==> src/rtl/i281_pkg.sv <==
// Shared i281 fetch-side constants: code store geometry, IR field layout, opcodes, fetch states.
package i281_pkg;

  localparam int CODE_DEPTH = 16;
  localparam int PC_W       = $clog2(CODE_DEPTH);
  localparam int WORD_W     = 16;

  localparam int OP_MSB  = 15;
  localparam int OP_LSB  = 12;
  localparam int RX_MSB  = 11;
  localparam int RX_LSB  = 10;
  localparam int RY_MSB  = 9;
  localparam int RY_LSB  = 8;
  localparam int IMM_MSB = 7;
  localparam int IMM_LSB = 0;

  localparam logic [3:0] OP_NOOP  = 4'h0;
  localparam logic [3:0] OP_INPUT = 4'h1;
  localparam logic [3:0] OP_MOVE  = 4'h2;
  localparam logic [3:0] OP_LOADI = 4'h3;
  localparam logic [3:0] OP_ADD   = 4'h4;
  localparam logic [3:0] OP_ADDI  = 4'h5;
  localparam logic [3:0] OP_SUB   = 4'h6;
  localparam logic [3:0] OP_SUBI  = 4'h7;
  localparam logic [3:0] OP_LOAD  = 4'h8;
  localparam logic [3:0] OP_LOADF = 4'h9;
  localparam logic [3:0] OP_STORE = 4'hA;
  localparam logic [3:0] OP_STORF = 4'hB;
  localparam logic [3:0] OP_SHIFT = 4'hC;
  localparam logic [3:0] OP_CMP   = 4'hD;
  localparam logic [3:0] OP_BR    = 4'hE;
  localparam logic [3:0] OP_BRC   = 4'hF;
  // HALT reuses the unconditional-branch opcode; decode tells them apart by imm.
  localparam logic [3:0] OP_HALT  = 4'hE;

  typedef enum logic [1:0] {
    RST_WAIT = 2'd0,
    RUN      = 2'd1,
    HALT     = 2'd2
  } fetch_state_t;

endpackage

==> src/rtl/i281_code_mux.sv <==
// Combinational 16:1 code-word select; zero latency, no flow control.
module i281_code_mux
  import i281_pkg::*;
(
  input  logic [CODE_DEPTH*WORD_W-1:0] words,
  input  logic [PC_W-1:0]              addr,
  output logic [WORD_W-1:0]            word
);

  always_comb begin
    word = '0;
    for (int i = 0; i < CODE_DEPTH; i++) begin
      if (addr == PC_W'(i)) word = words[i*WORD_W +: WORD_W];
    end
  end

endmodule

==> src/rtl/i281_fetch_unit.sv <==
// i281 fetch stage: ROM word -> IR in 1 edge, zero-bubble redirect, halt on consume.
// IR, ir_pc, fetch_pc and count hold while ir_valid is stalled by !ir_ready.
module i281_fetch_unit
  import i281_pkg::*;
#(
  parameter int DEPTH    = CODE_DEPTH,
  parameter int START_PC = 0,
  parameter int CNT_W    = 16
)
(
  input  logic                       Clock,
  input  logic                       Reset,
  input  logic [15:0]                b0I,
  input  logic [15:0]                b1I,
  input  logic [15:0]                b2I,
  input  logic [15:0]                b3I,
  input  logic [15:0]                b4I,
  input  logic [15:0]                b5I,
  input  logic [15:0]                b6I,
  input  logic [15:0]                b7I,
  input  logic [15:0]                b8I,
  input  logic [15:0]                b9I,
  input  logic [15:0]                b10I,
  input  logic [15:0]                b11I,
  input  logic [15:0]                b12I,
  input  logic [15:0]                b13I,
  input  logic [15:0]                b14I,
  input  logic [15:0]                b15I,
  output logic [15:0]                ir,
  output logic [$clog2(DEPTH)-1:0]   ir_pc,
  output logic                       ir_valid,
  input  logic                       ir_ready,
  input  logic                       redirect,
  input  logic [7:0]                 redirect_off,
  input  logic                       halt_req,
  output logic                       halted,
  output logic [CNT_W-1:0]           fetch_count
);

  localparam int AW = $clog2(DEPTH);

  fetch_state_t  state;
  logic [AW-1:0] fetch_pc;
  logic [AW-1:0] target;
  logic [AW-1:0] sel;
  logic [15:0]   rom_word;
  logic          consume;

  assign consume = ir_valid & ir_ready;
  // Sign extension is irrelevant after truncation to AW bits, so plain 8-bit add suffices.
  assign target  = AW'({{(8-AW){1'b0}}, ir_pc} + 8'd1 + redirect_off);
  assign sel     = (consume & redirect) ? target : fetch_pc;

  i281_code_mux u_code_mux (
    .words ({b15I, b14I, b13I, b12I, b11I, b10I, b9I, b8I,
             b7I,  b6I,  b5I,  b4I,  b3I,  b2I,  b1I, b0I}),
    .addr  (sel),
    .word  (rom_word)
  );

  always_ff @(posedge Clock or posedge Reset) begin
    if (Reset) begin
      state       <= RST_WAIT;
      fetch_pc    <= AW'(START_PC);
      ir          <= '0;
      ir_pc       <= '0;
      ir_valid    <= 1'b0;
      halted      <= 1'b0;
      fetch_count <= '0;
    end else begin
      case (state)
        RST_WAIT: state <= RUN;
        RUN: begin
          if (consume & halt_req) begin
            ir_valid <= 1'b0;
            halted   <= 1'b1;
            state    <= HALT;
          end else if (!ir_valid | consume) begin
            ir       <= rom_word;
            ir_pc    <= sel;
            ir_valid <= 1'b1;
            fetch_pc <= sel + AW'(1);
            if (fetch_count != {CNT_W{1'b1}}) fetch_count <= fetch_count + 1'b1;
          end
        end
        default: state <= HALT;
      endcase
    end
  end

endmodule

==> config.mk <==
export PLATFORM = sky130hd
export DESIGN_NAME = i281_fetch_unit
export DESIGN_NICKNAME = d
export VERILOG_FILES = /design/src/rtl/i281_pkg.sv /design/src/rtl/i281_code_mux.sv /design/src/rtl/i281_fetch_unit.sv
export SDC_FILE = /design/constraint.sdc
export NUM_CORES = 1
export LEC_CHECK = 0
export CAP_MARGIN = 5
export CORE_UTILIZATION = 34
export CTS_CLUSTER_SIZE = 20
export DETAILED_ROUTE_END_ITERATION = 6
export GPL_TIMING_DRIVEN = 0
export PLACE_DENSITY = 0.79
export REMOVE_ABC_BUFFERS = 1
export SYNTH_ARGS = -nofsm -noshare
export SYNTH_HDL_FRONTEND = slang
export SYNTH_SLANG_ARGS = --single-unit
==> constraint.sdc <==
create_clock -name Clock -period 3.2 [get_ports Clock]
set_input_delay 0.64 -clock Clock [delete_from_list [all_inputs] [get_ports Clock]]
set_output_delay 0.64 -clock Clock [all_outputs]
set_load 0.005 [all_outputs]
==> results.json <==
{
  "status": "finished, violations left",
  "violations": "negative setup slack",
  "place.gp.congestion": 0.9286,
  "nets": 1252,
  "ff2ff_path_depth": 11,
  "ctsHoldBuffers": 0,
  "ir_drop_mv": 0.4221,
  "grtUsageTotal_pct": 38.13,
  "netlist_top_cells_count": "a21oi_1 (67), nor2_1 (65), dfrtp_1 (44)",
  "worstPathMaxFanout": 10,
  "synth_seq_area_share_pct": 23.04,
  "ff_latch_area_sq_um": 1101,
  "hp-class": "flop to flop",
  "grt.overflow.total": 0,
  "layout-drive-gt1-share_pct": 23.38,
  "clk_pin_slew_ns": 0.07,
  "ff2ff_setup_slack_ns": -0.25,
  "utilization_pct": 72.21,
  "endpoint_kind": "flop",
  "diodes": 0,
  "start_util_pct": 35.53,
  "reg2reg_from": "ir_pc[0]$_DFFE_PP0P_",
  "multiInputGateArea_sq_um": 4270,
  "worstSetupPathType": "primary input to flop",
  "num_rows": 42,
  "min_from": "halted$_DFFE_PP0P_",
  "synth_mux_area_share_pct": 1.204,
  "h-tree-depth": 2,
  "worstPathRequired_ns": 3.35,
  "clk_path_buf_depth": 2,
  "netlist_instances": 635,
  "cp-start-kind": "primary input",
  "synth_compound_area_share_pct": 41.18,
  "grt_pass1_vias": 7257,
  "yosys_warnings": 0,
  "async_flop_share_pct": 100.0,
  "synth_area_sq_um": 4780,
  "worstReg2RegEnd": "ir[5]$_DFFE_PP0P_",
  "routedWlPerCell_um": 25.12,
  "yosys.cell_count.top_type": "a21oi_1",
  "finalHoldViolations": 0,
  "cp_data_arrival_time_ns": 3.63,
  "clockRootBuffer": "clkbuf_16",
  "synth_top_family_by_area": "compound AO/OA/AOI/OAI gates",
  "timing.final.ws_setup_ns": -0.2803,
  "syn_avg_cell_area_sq_um": 7.527,
  "holdPathEnd": "halted$_DFFE_PP0P_",
  "powerDensity_nw_per_um2": 940.7,
  "max_freq_ghz": 0.2873,
  "synth_adder_area_share_pct": 2.513,
  "dr.pass1.iters": 7,
  "die_height_um": 120.6,
  "die_x_um": 120.6,
  "synth-seq-cells": 44,
  "syn_to_final_growth_pct": 103.2,
  "synth_xor_area_share_pct": 3.665,
  "grt_first_pass_wirelength_um": 41780,
  "p_leak_nw": 3.561,
  "cts_tree": "done",
  "cts_buffers": 5,
  "ys_types": 67,
  "yosysTopAreaCell": "dfrtp_1",
  "io-pin-count": 307,
  "synth_top_area_share_pct": 23.04,
  "max-cap-violations": 0,
  "viasPerCell": 6.376,
  "dp_hpwl_um": 18150,
  "synth_flop_cell": "dfrtp_1",
  "tightest_slew_ns": 1.202,
  "core_area_sq_um": 13450,
  "die_area_sq_um": 14540,
  "setup_tns_ns": -2.363,
  "slew_violations": 0,
  "routed_wl_um": 28910,
  "synth_area_leaders": "dfrtp_1 (23%), a21oi_1 (7.0%), nor2_1 (5.1%), a32oi_1 (4.0%), o21ai_0 (3.1%)",
  "setup_viol": 14,
  "post-route-period-util_pct": 108.8,
  "cts_sinks": 44,
  "synth-simple-area-share_pct": 20.55,
  "drc_errors": 0,
  "detail-route-antenna-nets": 0,
  "grt_max_degree": 39,
  "skew_ns": 0.005770,
  "slew-limit-headroom_pct": 19.89,
  "io_buffers": 302,
  "drt_iter0_drc": 784,
  "period_minus_slack_ns": 3.480,
  "antenna_found_initial": 0,
  "min_path_cells": 1,
  "rsz0062_at_grt": "true",
  "clk_latency_ns": 0.29,
  "nFillCells": 1034,
  "synth_edf_count": 0,
  "routed-via-count": 7339
}
[worst max-delay path by stage]
stage / from / end / slack [ns] / depth (start not counted)
2_1_floorplan: redirect_off[0] / ir[10]$_DFFE_PP0P_ / -1.15 / 12
3_3_place_gp: redirect_off[0] / ir[4]$_DFFE_PP0P_ / -3.48 / 13
3_5_place_dp: redirect_off[0] / ir[15]$_DFFE_PP0P_ / -2.64 / 13
4_1_cts: redirect_off[0] / ir[5]$_DFFE_PP0P_ / -0.18 / 13
5_1_grt: redirect_off[0] / ir[2]$_DFFE_PP0P_ / -0.29 / 12
6_report: redirect_off[0] / ir[5]$_DFFE_PP0P_ / -0.28 / 12
[metrics by stage]
step	setup WS [ns]	total power, mW	area [sq um]	hold WS, ns	std cells
after floorplan	-1.149	3.420	4468	0.4450	572
after global placement	-3.481	5.217	7711	0.4597	1050
after detailed placement	-2.642	5.374	7821	0.4658	1056
after CTS	-0.1768	8.272	9370	0.4866	1139
after global routing	-0.2908	9.480	9714	0.5167	1151
final	-0.2803	9.138	9714	0.4854	1151
[cell families (layout without fill, tap and decap cells)]
| family | after synthesis | in the layout |
|---|---|---|
| XOR/XNOR | 20 | 20 |
| AO/OA/AOI/OAI | 277 | 277 |
| AND/OR/NAND/NOR | 200 | 206 |
| multiplexers | 5 | 5 |
| buffers and inverters | 80 | 414 |
| flip-flops | 44 | 44 |
| adder cells (fa/ha/maj) | 9 | 9 |
[where the power goes]
part | switching [mW] | total, mW | internal [mW]
logic | 4.18 | 7.64 | 3.46
registers | 0.159 | 0.882 | 0.723
clock network | 0.245 | 0.617 | 0.372
total | 4.59 | 9.14 | 4.55
[metal layers]
| layer | part of all wire [%] | vias to the layer above | routed length, um | GRT usage (%) |
|---|---|---|---|---|
| met3 | 11 | 133 | 3191 | 10.09 |
| li1 | - | 3205 | - | - |
| met5 | 0 | - | 0 | 0 |
| met1 | 38 | 3463 | 10860 | 47.36 |
| met4 | 4.9 | 0 | 1409 | 17.05 |
| met2 | 47 | 538 | 13450 | 61.75 |
[registers in the layout (all words and copies together) (netlist names)]
register	count
fetch_count	16
ir	16
fetch_pc	4
ir_pc	4
state	2
halted	1
ir_valid	1
[placed cells by master (no fill, tap or decap), drive strengths merged, types with 15 or more instances in the layout]
| cell type | netlist | routed |
|---|---|---|
| a21oi | 67 | 67 |
| a31oi | 16 | 16 |
| a32oi | 22 | 22 |
| buf | 23 | 86 |
| clkdlybuf4s50 | 0 | 298 |
| dfrtp | 44 | 44 |
| inv | 17 | 15 |
| nand2 | 35 | 35 |
| nand3 | 26 | 26 |
| nor2 | 65 | 66 |
| nor3 | 22 | 22 |
| o21ai | 41 | 41 |
| o22ai | 18 | 18 |
| o311ai | 15 | 15 |
[cell type report]
type                    instances  area share [%]
clock buffers                   5           1.288
clock inverters                 3          0.4766
inverters                      17          0.8501
multi-input cells             517           43.96
flip-flops and latches         44           11.33
well taps                     176           2.267
repair buffers                387           39.67
repair inverters                2          0.1546
[critical path, stage by stage]
cell and delay (ns):
buf_6 0.10, inv_4 0.05, ha_4 0.14, inv_2 0.05, fa_1 0.44, xor2_1 0.45, mux2i_2 0.29, buf_4 0.28
or3_4 0.47, o221a_1 0.26, a222oi_1 0.32, o21ai_1 0.15
[what timing repair did]
action,in CTS,in global routing
endpoints found under the setup margin,17,21
pin swaps,68,40
setup buffers,66,13
gates cloned,10,0
resized for setup,170,47
Power figures use the tool's default switching activity.
